--- src/rtl/branch_predictor_unit.sv ---
// Branch predictor: direct-mapped BTB plus a table of saturating direction
// counters (PHT). Lookup is purely combinational from the registered
// tables. Updates from the execute stage are written on the clock edge.
//
// Optional feature macro: GSHARE_EN
//   undefined : bimodal PHT indexing, ghr_o tied to zero, no history register
//   defined   : gshare PHT indexing (pc index XOR global history)
module branch_predictor_unit #(
    parameter int Width   = 32,
    parameter int Entries = 16,
    parameter int TagW    = 4,
    parameter int CntBits = 2,
    parameter int GhrBits = 4
) (
    input  logic               clk_i,
    input  logic               rst_ni,
    input  logic [Width-1:0]   pc_i,
    output logic               hit_o,
    output logic               pred_taken_o,
    output logic [Width-1:0]   pred_target_o,
    output logic [GhrBits-1:0] ghr_o,
    input  logic               upd_valid_i,
    input  logic [Width-1:0]   upd_pc_i,
    input  logic               upd_taken_i,
    input  logic [Width-1:0]   upd_target_i,
    input  logic               upd_pred_i,
    input  logic [GhrBits-1:0] upd_ghr_i,
    output logic [31:0]        mispred_cnt_o
);

    localparam int IdxW = $clog2(Entries);

    // Weakly not-taken: just below the taken threshold.
    localparam logic [CntBits-1:0] CntInit = CntBits'((1 << (CntBits - 1)) - 1);
    localparam logic [CntBits-1:0] CntMax  = {CntBits{1'b1}};

    // Saturating up/down step of a direction counter.
    function automatic logic [CntBits-1:0] sat_step(input logic [CntBits-1:0] cnt,
                                                    input logic               up);
        logic [CntBits-1:0] res;
        res = cnt;
        if (up) begin
            if (cnt != CntMax) res = cnt + CntBits'(1);
        end else begin
            if (cnt != '0) res = cnt - CntBits'(1);
        end
        return res;
    endfunction

    // Saturating increment of the 32-bit misprediction counter.
    function automatic logic [31:0] sat_inc32(input logic [31:0] cnt);
        logic [31:0] res;
        res = cnt;
        if (cnt != 32'hFFFF_FFFF) res = cnt + 32'd1;
        return res;
    endfunction

    // Table storage
    logic [Entries-1:0] r_btb_vld;
    logic [TagW-1:0]    r_btb_tag [Entries];
    logic [Width-1:0]   r_btb_tgt [Entries];
    logic [CntBits-1:0] r_pht     [Entries];
    logic [31:0]        r_mispred;

    // Address fields
    logic [IdxW-1:0] w_lk_idx;
    logic [TagW-1:0] w_lk_tag;
    logic [IdxW-1:0] w_up_idx;
    logic [TagW-1:0] w_up_tag;
    logic [IdxW-1:0] w_lk_pht_idx;
    logic [IdxW-1:0] w_up_pht_idx;
    logic            w_hit;
    logic            w_alloc;
    logic            w_mispred;
    logic            w_unused_upc;

    assign w_lk_idx = pc_i[IdxW+1:2];
    assign w_lk_tag = pc_i[IdxW+TagW+1:IdxW+2];
    assign w_up_idx = upd_pc_i[IdxW+1:2];
    assign w_up_tag = upd_pc_i[IdxW+TagW+1:IdxW+2];

    // Byte-offset bits and address bits above the tag do not take part.
    assign w_unused_upc = ^upd_pc_i;

    assign w_alloc   = upd_valid_i & upd_taken_i;
    assign w_mispred = upd_valid_i & (upd_taken_i != upd_pred_i);

`ifdef GSHARE_EN
    logic [GhrBits-1:0] r_ghr;

    // Global history: shift in each resolved direction, oldest bit falls off.
    always_ff @(posedge clk_i or negedge rst_ni) begin
        if (!rst_ni) begin
            r_ghr <= '0;
        end else if (upd_valid_i) begin
            r_ghr <= (r_ghr << 1) | GhrBits'(upd_taken_i);
        end
    end

    // Lookup hashes with the live history; update hashes with the snapshot
    // that travelled with the instruction so both hit the same counter.
    assign w_lk_pht_idx = w_lk_idx ^ IdxW'(r_ghr);
    assign w_up_pht_idx = w_up_idx ^ IdxW'(upd_ghr_i);
    assign ghr_o        = r_ghr;
`else
    logic w_unused_ghr;

    assign w_unused_ghr = ^upd_ghr_i;
    assign w_lk_pht_idx = w_lk_idx;
    assign w_up_pht_idx = w_up_idx;
    assign ghr_o        = '0;
`endif

    // PHT counters: reset to weakly not-taken, saturating step on each update.
    always_ff @(posedge clk_i or negedge rst_ni) begin
        if (!rst_ni) begin
            for (int i = 0; i < Entries; i++) begin
                r_pht[i] <= CntInit;
            end
        end else if (upd_valid_i) begin
            r_pht[w_up_pht_idx] <= sat_step(r_pht[w_up_pht_idx], upd_taken_i);
        end
    end

    // BTB valid bits: cleared by reset, set when a taken branch allocates.
    always_ff @(posedge clk_i or negedge rst_ni) begin
        if (!rst_ni) begin
            r_btb_vld <= '0;
        end else if (w_alloc) begin
            r_btb_vld[w_up_idx] <= 1'b1;
        end
    end

    // BTB tag/target payload: no reset, only meaningful behind a valid bit.
    always_ff @(posedge clk_i) begin
        if (rst_ni && w_alloc) begin
            r_btb_tag[w_up_idx] <= w_up_tag;
            r_btb_tgt[w_up_idx] <= upd_target_i;
        end
    end

    // Misprediction counter, saturating at all-ones.
    always_ff @(posedge clk_i or negedge rst_ni) begin
        if (!rst_ni) begin
            r_mispred <= '0;
        end else if (w_mispred) begin
            r_mispred <= sat_inc32(r_mispred);
        end
    end

    // Combinational lookup from the registered tables.
    assign w_hit         = r_btb_vld[w_lk_idx] && (r_btb_tag[w_lk_idx] == w_lk_tag);
    assign hit_o         = w_hit;
    assign pred_taken_o  = w_hit & r_pht[w_lk_pht_idx][CntBits-1];
    assign pred_target_o = w_hit ? r_btb_tgt[w_lk_idx] : (pc_i + Width'(4));
    assign mispred_cnt_o = r_mispred;

endmodule

--- config.mk ---
export PLATFORM = sky130hd
export DESIGN_NAME = branch_predictor_unit
export DESIGN_NICKNAME = d
export VERILOG_FILES = /design/src/rtl/branch_predictor_unit.sv
export SDC_FILE = /design/constraint.sdc
export NUM_CORES = 1
export LEC_CHECK = 0
export CAP_MARGIN = 20
export CORE_ASPECT_RATIO = 1.2
export CORE_MARGIN = 5
export CORE_UTILIZATION = 35
export DETAILED_ROUTE_END_ITERATION = 8
export HOLD_SLACK_MARGIN = 0.08
export SLEW_MARGIN = 20
export SYNTH_ARGS = -nofsm -noshare
export SYNTH_HDL_FRONTEND = slang
export SYNTH_SLANG_ARGS = --single-unit
--- constraint.sdc ---
create_clock -name clk_i -period 4.55 [get_ports clk_i]
set_clock_uncertainty 0.2 [all_clocks]
set_input_delay 0.91 -clock clk_i [delete_from_list [all_inputs] [get_ports clk_i]]
set_output_delay 0.91 -clock clk_i [all_outputs]
set_load 0.03 [all_outputs]
==> flow_summary.toml <==
[route]
top_layer_used = "met5"
drtIter0Drc = 1070
num_vias = 13300
routed_wl_um = 63200
route.met3.wl_um = 4240
ant_nets = 0
viasPerCell = 5.13
wl_met2_um = 31500
wl_met1_um = 26500
drc = 0
dr.pass1.iters = 4
wl_per_cell_um = 24.4

[die]
rows = 110
die_area_sq_um = 81200
die_x_um = 261
start_util_pct = 35.2
fp.dieH_um = 311
coreArea_sq_um = 75000
io_pins = 175

[worst_setup_path]
end_kind = "output pin"
required_ns = 3.44
critPathCapture = "pred_target_o[21]"
path_cells = "buf_16, buf_12, buf_4, mux4_2, mux2i_1, a21oi_2, xnor2_2, nand4_4, buf_6, buf_4, mux2_4, buf_4"
rr_worst_depth = 6
r2r-end = "mispred_cnt_o[1]"
arrival_ns = 3.35
rrSetupSlack_ns = 2.00
cp.depth = 12
cp_num_buf_inv = 6
rr_startpoint = "mispred_cnt_o[21]"
crit_top_cell = "buf_4"
worstSetupStartpoint = "pc_i[2]"
cp-start-kind = "primary input"
critPathKind = "in -> out"
critPathTopFamily = "multiplexers"
max_stage_delay_ns = 0.48
path_max_fanout = 6
cp_slowest_cell = "mux4_2"

[sta]
finalSetupViolations = 0
post-route-min-period_ns = 4.46
tns_ns = 0
slew_violations = 0
timing.final.crit_share_pct = 98.1
hold_viol = 0
relSlewSlack_pct = 51.8
rsz0062_at_grt = "false"
worstMarginPinSlew_ns = 0.723
fmax_mhz = 224

[cts]
cts_root_buf = "clkbuf_16"
cts.clk_slew.worst_paths_ns = 0.05
numCtsBuffers = 70
worstSkewPairLatency_ns = 0.58
hold_buffers = 0
cts.sinks = 656
htree_levels = 3
cts.path.max_buffers = 3
cts_tree = "yes"

[status]
status = "complete, no violations"

[pwr]
ir_drop_uv = 293
intPower_w = 0.0106
pwr-share-seq_pct = 50.3
power_frac_comb_pct = 8.5
clkPwrFrac_pct = 41.2
p_per_area_nw_per_um2 = 421
p_leak_nw = 10.7
switching_share_pct = 21.9
power.switching_w = 0.00297

[synthesis]
syn_area_per_cell_sq_um = 20.5
synth_top_family_by_area = "multiplexers"
synth_compound_area_share_pct = 1.52
synth_warnings = 0
synthFlopType = "edfxtp_1"
synthAdderAreaFrac_pct = 0.133
ys_seq_area_share_pct = 73.1
synth_area_sq_um = 26400
yosys.area_share.simple_pct = 3.42
netlist_instances = 1288
synth-seq-cells = 656
yosys.area_share.xor_xnor_pct = 2.12
ys_async_sr_fraction_pct = 12.2
muxShareOfSynthArea_pct = 18.5
synth-edff-count = 576
synth.distinct_cells = 47

[worst_hold_path]
hold_depth = 1
hp-class = "reg -> reg"

[grt]
grt_overflow = 0
grt_pass1_vias = 14100
grt_pass1_wl_um = 92900
grt_max_degree = 81
grt_usage_pct = 15.4
antenna_found_initial = 5

[place]
placed_cell_area_sq_um = 29800
routabilityCongestion = 0.800
port_buffers = 142
dp_hpwl_um = 36200

[job]
cap_violations = 0

[finish]
fin_nets = 1636
drive_above_1_share_pct = 30.9
syn2layout_area_growth_pct = 22.4
final_area_sq_um = 32400
## worst register-to-register path, delay by kind of cell, from the launching register on
family          cells  cell delay [ns]
simple gates        4             1.28
flops               1             0.43
mux                 1             0.28
compound gates      1             0.26
## registers in the layout, summed over array words and instances, names as in the netlist
name	flops
mispred_cnt_o	32
r_btb_tgt	512
r_pht	32
r_btb_tag	64
r_btb_vld	16
## synth_stat cells, types with 3 or more instances
cell type / number / area [sq um]
a21oi_1: 5 / 25.0
and3_1: 10 / 62.6
and4_1: 4 / 35.0
buf_1: 4 / 15.0
buf_2: 14 / 70.1
buf_4: 5 / 37.5
buf_6: 3 / 33.8
clkbuf_1: 37 / 139
dfrtp_1: 64 / 1600
dfstp_2: 16 / 420
edfxtp_1: 576 / 17300
inv_1: 5 / 18.8
mux2_1: 7 / 78.8
mux2_2: 10 / 113
mux2_4: 20 / 300
mux2i_1: 8 / 80.1
mux4_2: 192 / 4320
nand2_1: 72 / 270
nand3_1: 30 / 150
nand4_1: 13 / 81.3
nor2_1: 43 / 161
nor2b_1: 8 / 50.1
nor3_1: 4 / 20.0
o21ai_0: 27 / 135
o21ai_1: 6 / 30.0
o21bai_1: 16 / 120
xnor2_1: 38 / 333
xor2_1: 24 / 210
## power by group through the flow
stage                     combinational [W]  clock [W]  sequential, W
after floorplan                    0.000641          0        0.00699
after global placement              0.00111          0        0.00696
after detailed placement            0.00113          0        0.00697
after CTS                           0.00115    0.00572        0.00685
after global routing                0.00125    0.00600        0.00687
final                               0.00115    0.00561        0.00685
## layout make-up
class	count	area, sq um
well taps	1008	1260
diodes	2	5.00
repair buffers	229	2500
flip-flops and latches	656	19300
clock buffers	84	1830
multi-input cells	566	6990
inverters	6	22.5
fillers	6436	42700
clock inverters	42	425
## per-stage QoR
step	total power (W)	cells	util, %	worst slack, ns	hold slack [ns]
2_1_floorplan	0.00763	1291	-	0.183	0.238
3_3_place_gp	0.00807	2454	39.7	-0.281	0.253
3_5_place_dp	0.00811	2454	39.7	-0.296	0.257
4_1_cts	0.0137	2586	42.9	0.00527	0.275
5_1_grt	0.0141	2591	43.1	0.00911	0.291
6_report	0.0136	2593	43.1	0.0879	0.269
## layout by cell type (no fill, tap or decap), types with 4 or more instances in the layout
| cell | synthesis | routed |
|---|---|---|
| nor2_4 | 0 | 16 |
| nand3_1 | 30 | 30 |
| o21ai_0 | 27 | 27 |
| clkbuf_1 | 37 | 13 |
| dfrtp_1 | 64 | 64 |
| and4_1 | 4 | 4 |
| inv_1 | 5 | 5 |
| mux4_2 | 192 | 192 |
| edfxtp_1 | 576 | 576 |
| mux2_2 | 10 | 10 |
| mux2_1 | 7 | 7 |
| clkinv_2 | 0 | 12 |
| nor2_1 | 43 | 27 |
| o21ai_1 | 6 | 6 |
| bufinv_16 | 0 | 8 |
| mux2_4 | 20 | 20 |
| conb_1 | 1 | 4 |
| buf_6 | 3 | 11 |
| o21bai_1 | 16 | 16 |
| clkbuf_16 | 0 | 73 |
| buf_12 | 0 | 29 |
| clkinv_1 | 1 | 17 |
| clkdlybuf4s50_1 | 0 | 102 |
| mux2i_1 | 8 | 8 |
| and3_1 | 10 | 9 |
| clkdlybuf4s15_2 | 0 | 4 |
| nand4_1 | 13 | 13 |
| dfstp_2 | 16 | 16 |
| xor2_1 | 24 | 24 |
| xnor2_1 | 38 | 36 |
| buf_4 | 5 | 75 |
| nor2b_1 | 8 | 8 |
| nand2_1 | 72 | 72 |
## logic make-up (layout without fill, tap and decap cells)
logic type / count (synthesis) / after routing
simple gates: 193 / 193
other cells: 1 / 6
mux: 237 / 237
compound gates: 66 / 66
fa+ha+maj: 3 / 3
buf+inv: 69 / 361
xor+xnor: 63 / 63
flops: 656 / 656
## timing repair
item	4_1_cts	5_1_grt
buffers inserted	5	3
gates resized for setup	25	21
pin swaps	1	5
endpoints found under the setup margin	27	33
gates cloned	1	2
## routing by layer
metal	vias up	GRT usage, %
li1	5746	-
met3	72	3.20
met4	6	3.34
met5	-	0
met2	434	25.3
met1	7034	21.3
## worst min-delay path by stage
stage                  start  slack [ns]       endpoint
2_1_floorplan  r_btb_vld[10]        0.24  r_btb_vld[10]
6_report       r_btb_vld[14]        0.27  r_btb_vld[14]
3_3_place_gp    r_btb_vld[2]        0.25   r_btb_vld[2]
3_5_place_dp   r_btb_vld[11]        0.26  r_btb_vld[11]
4_1_cts        r_btb_vld[14]        0.28  r_btb_vld[14]
5_1_grt         r_btb_vld[7]        0.29   r_btb_vld[7]
No activity file was read; power rests on OpenSTA's default activity.
==> RTL change 1 (same flow settings) <==
Build with the macro `GSHARE_EN` defined.
--- a/src/rtl/branch_predictor_unit.sv
+++ b/src/rtl/branch_predictor_unit.sv
@@ -5,6 +5,8 @@
 // Optional feature macro: GSHARE_EN
 //   undefined : bimodal PHT indexing, ghr_o tied to zero, no history register
 //   defined   : gshare PHT indexing (pc index XOR global history)
+`define GSHARE_EN
+
 module branch_predictor_unit #(
     parameter int Width   = 32,
     parameter int Entries = 16,
Function: changed (a bounded check fails within 4 cycles, from zero or initial values and one cycle with rst_ni low).
==> RTL change 1 against the original RTL <==
  * The flow now finishes with violations (setup timing)
  * Via count is 2.7% higher
  * Clock power hardly changed
  * Area after synthesis is 2.1% higher
  * Power is 2.7% higher
  * Final area is 2.4% higher
  * Sequential power is 2% higher
  * Setup slack worse by 0.13 ns
  * Routed wire length is 2.2% higher
  * Sequential cell count is 4 higher
  * Fmax is 2.7% lower
  * Critical path type unchanged
==> RTL change 1: results (changes against the original RTL) <==
Run status
The run finished, with violations left. The checks that failed: setup timing.

Synthesis
Ranked by total cell area, the synthesized netlist is headed by edfxtp_1 64%, mux4_2 15%, dfrtp_1 6.3%. The mux share of post-synthesis cell area is 19.6% (+1.1 points). The parity-gate share of the synthesized area counting xor and xnor cells is 2.43% (+0.31 points).

Place
The post-DP HPWL is 38.2 mm (+5.7%). The count of placed standard cells including taps was 2514 (+2.4%). The weighted congestion reported at the end of routability-driven placement was 0.803 (+0.38%). The count of input and output buffers was 150 (+5.6%).

Global routing
The global-route usage over all layers came to 15.2% (-0.14 points). The wire length of the first global-routing pass is 94.6 mm (+1.9%). The maximum number of pins on one net before global-route repair is 85 (+4.9%).

Drt
The total met2 wirelength after detailed routing is 33.2 mm (+5.5%). The ratio of routed vias to standard cells is 5.14 (+0.36%). The number of DRC violations after detailed-routing iteration 0 is 1130 (+5.6%). The wire length per cell is 24.3 um (-0.11%).

Critical path
In this run the worst setup path terminates at pred_target_o[18]. The arrival time at the worst endpoint is 3.48 ns (+0.13 ns).

Power
The power spent charging and discharging nets is 3.18 mW (+6.8%). The sequential-cell power consumption is 6.98 mW (+2%). The largest vdd supply drop is 0.000273 V (-6.8%). The switching power as a share of total power is 22.7% (+0.86 points).

Timing
The setup-violating endpoint count in the final report is 28 (+28). The worst relative slew slack is 39.0% (-13 points). The post-route worst hold slack is 0.270 ns (+0.000360 ns). The worst setup margin is -0.0381 ns (-0.126 ns).

Cells and area
The fraction of layout cells with a size suffix above 1 is 33.1% (+2.2 points).
[RTL change 1: changes by cell type in the layout (fill, tap and decap cells not counted), moves of 8 or more]
cell / change
buf_4: +10
buf_6: +16
inv_1: +13
mux2_2: +27
mux2_4: +9
nand2_1: -27
nand3_1: -17
nor2_1: +16
nor3_1: +8
o21ai_0: -26
xor2_1: +9
[RTL change 1: what timing repair did]
action                     4_1_cts  5_1_grt
hold endpoints to repair         0        0
gates resized for setup         10       48
pin swaps                        0        3
setup endpoints to repair       30       32
buffers inserted                 4        4
gates cloned                     0        2
[RTL change 1: area by class of cell]
cell class	count	area, um2	area share [%]
flip-flops and latches	660	19400	58.6
multi-input cells	577	7480	22.6
repair buffers	252	2630	7.93
clock buffers	88	1840	5.55
well taps	1017	1270	3.84
clock inverters	38	412	1.24
inverters	18	67.6	0.204
diodes	3	7.51	0.0227
[RTL change 1: per-layer routing]
layer  vias to the layer above  track usage, %
li1                       5931               -
met3                        79            2.60
met5                         -               0
met2                       330            26.3
met4                         6            3.89
met1                      7302            20.2
==> RTL change 2 (same settings) <==
Made on the original files. Put a register stage on the output `pred_target_o`, with the module's reset. The value now appears one clock later. The other outputs are not delayed to match.
--- a/src/rtl/branch_predictor_unit.sv
+++ b/src/rtl/branch_predictor_unit.sv
@@ -152,7 +152,13 @@
     assign w_hit         = r_btb_vld[w_lk_idx] && (r_btb_tag[w_lk_idx] == w_lk_tag);
     assign hit_o         = w_hit;
     assign pred_taken_o  = w_hit & r_pht[w_lk_pht_idx][CntBits-1];
-    assign pred_target_o = w_hit ? r_btb_tgt[w_lk_idx] : (pc_i + Width'(4));
+    always_ff @(posedge clk_i or negedge rst_ni) begin
+        if (!rst_ni) begin
+            pred_target_o <= '0;
+        end else begin
+            pred_target_o <= w_hit ? r_btb_tgt[w_lk_idx] : (pc_i + Width'(4));
+        end
+    end
     assign mispred_cnt_o = r_mispred;
 
 endmodule
Formal check against the unedited RTL: not equivalent (a bounded check fails within 4 cycles, from zero or initial values and one cycle with rst_ni low).
==> RTL change 2 against the original RTL <==
  * Non-clock buffer count fell by 38
  * Global-route usage fell by 0.21 points
  * Routed wire length rose by 0.69%
  * Largest power group unchanged
  * Sequential cell count rose by 32
  * Setup slack improved by 0.097 ns
  * Synthesized cell count rose by 2.2%
  * Area after synthesis rose by 3.2%
  * Final area rose by 1.7%
  * Power rose by 4.6%
==> RTL change 2: results (changes against the original RTL) <==
Run status
The run finished with clean final reports.

Place
The count of input and output buffers was 142 (unchanged). The pre-CTS worst setup slack came to 0.0840 ns (+0.380 ns). The post-DP HPWL came to 36.0 mm (-0.37%). The weighted congestion reported at the end of routability-driven placement is 0.754 (-5.7%). The placed cell area is 30400 um2 (+2.2%).

The count of placed standard cells including taps is 2473 (+0.77%).

Synthesis
The count of different cell masters after synthesis is 47 (unchanged). The number of instances in the synthesized netlist is 1316 (+2.2%). The number of flops mapped to enable cells by yosys came to 576 (unchanged). By count the netlist is led by 576 x edfxtp_1, 186 x mux4_2, 96 x dfrtp_1. The fraction of registers with async set/reset came to 16.3% (+4.1 points). The part of the Yosys area used for sequential elements is 73.7% (+0.65 points).

The number of warnings reported in the yosys synthesis log came to 0 (unchanged). After synthesis, the cell types taking the most area are edfxtp_1 63%, mux4_2 15%, dfrtp_1 8.8%.

Global routing
The global-route usage over all layers came to 15.1% (-0.21 points). The wire length of the first global-routing pass was 93.9 mm (+1.1%). The maximum number of pins on one net before global-route repair is 79 (-2.5%). The initial antenna violation count came to 3 (-2). The via count of the first global-routing pass is 14200 (+1.0%).

Critical path
The arrival time at the worst endpoint came to 3.26 ns (-0.09 ns). The dominant delay contributor by cell family on the critical path is simple AND/OR/NAND/NOR gates. The cell at the slowest stage of the critical path is or4b_4. The highest net fanout along the worst path came to 16 (+10). The worst stage delay on the critical path came to 0.62 ns (+0.14 ns).

Cells and area
The largest registers in the layout are r_btb_tgt: 512 flops, r_btb_tag: 64 flops. The final instance count without filler cells is 2611 (+0.69%). The post-layout net count is 1630 (-0.37%). The fraction of layout cells with a size suffix above 1 is 26.5% (-4.4 points).

Drt
The detailed-router iteration count before antenna repair is 5 (+1). The wire length per cell is 24.4 um (about the same). The ratio of routed vias to standard cells is 5.13 (+0.14%). The number of DRC violations after detailed-routing iteration 0 is 1128 (+5.4%).

Timing
The transition time at the pin with the least slew margin is 0.872 ns (+0.149 ns).

Clock tree
Clock-pin slew was measured on the worst setup and hold paths at 0.06 ns. The maximum buffer depth of the clock tree was 3 (unchanged). The cell sitting at the root of the clock tree is a clkbuf_16. The clock network latency to the later pin of the worst-skew pair is 0.62 ns (+0.04 ns). The number of buffers created by CTS is 74 (+5.7%).

Worst hold path
The class of the tightest hold or removal check is reg -> reg.

Power
The largest vdd supply drop is 0.000271 V (-7.4%). The leakage power summed over all cells is 10.9 nW (+1.7%).
RTL change 2: final cells by class:
cell class | count | area [um2]
Fill cell | 6833 | 44700
Timing Repair Buffer | 191 | 2050
Clock buffer | 110 | 2120
Clock inverter | 27 | 344
Tap cell | 1026 | 1280
Sequential cell | 688 | 20100
Multi-Input combinational cell | 561 | 6960
Antenna cell | 1 | 2.50
Inverter | 7 | 26.3
RTL change 2: worst paths after layout:
check,startpoint,slack [ns],cells after the start,to
min in group asynchronous,rst_ni,0.28,2,pred_target_o[4]$_DFF_PN0_
worst min-delay path,r_btb_vld[15]$_DFFE_PN0P_,0.27,1,r_btb_vld[15]$_DFFE_PN0P_
worst min register to register,r_btb_vld[15]$_DFFE_PN0P_,0.27,1,r_btb_vld[15]$_DFFE_PN0P_
worst max register to register,r_btb_tag[0][0]$_DFFE_PP_,1.36,8,pred_target_o[21]$_DFF_PN0_
max in group asynchronous,rst_ni,2.49,3,pred_target_o[8]$_DFF_PN0_
worst max-delay path,pc_i[2],0.18,9,pred_taken_o
RTL change 2: timing repair:
item / in CTS / in global routing
resized for setup: 0 / 1
buffers inserted: 0 / 0
setup endpoints to repair: 0 / 1
RTL change 2: per-stage QoR:
stage               hold WS [ns]  utilization, %
floorplan                  0.238               -
global route               0.283            42.4
finish                     0.274            42.4
CTS                        0.273            42.4
detailed placement         0.257            39.2
global placement           0.255            39.2
RTL change 2: report_power, final:
part / switching [mW] / internal (mW)
clock network: 2.43 / 3.54
logic: 0.567 / 0.522
registers: 0.117 / 7.06
total: 3.11 / 11.1
RTL change 2: cells by family (layout without fill, tap and decap cells):
| kind of cell | Yosys count | in the layout | share of synthesized area (%) |
|---|---|---|---|
| flip-flops | 688 | 688 | 73.7 |
| XOR/XNOR | 64 | 64 | 2.05 |
| other | 1 | 5 | 0.0137 |
| multiplexers | 237 | 237 | 18.1 |
| AND/OR/NAND/NOR | 191 | 191 | 3.30 |
| AO/OA/AOI/OAI | 62 | 62 | 1.37 |
| adder cells (fa/ha/maj) | 3 | 3 | 0.128 |
| buffers and inverters | 70 | 335 | 1.30 |
RTL change 2: metal layers:
layer	routed length, um	track usage [%]	up-vias
met5	21	0	-
met4	1130	3.46	4
met3	4250	4.04	93
met2	31300	24.8	412
met1	26900	20.6	7125
li1	-	-	5769
RTL change 2: worst register-to-register path, stage by stage (launching register included):
cell	delay, ns
edfxtp_1	0.37
mux4_1	0.47
nor2b_1	0.14
a211oi_1	0.22
a21oi_1	0.11
xor2_1	0.18
or4b_4	0.62
buf_4	0.34
mux2_4	0.41
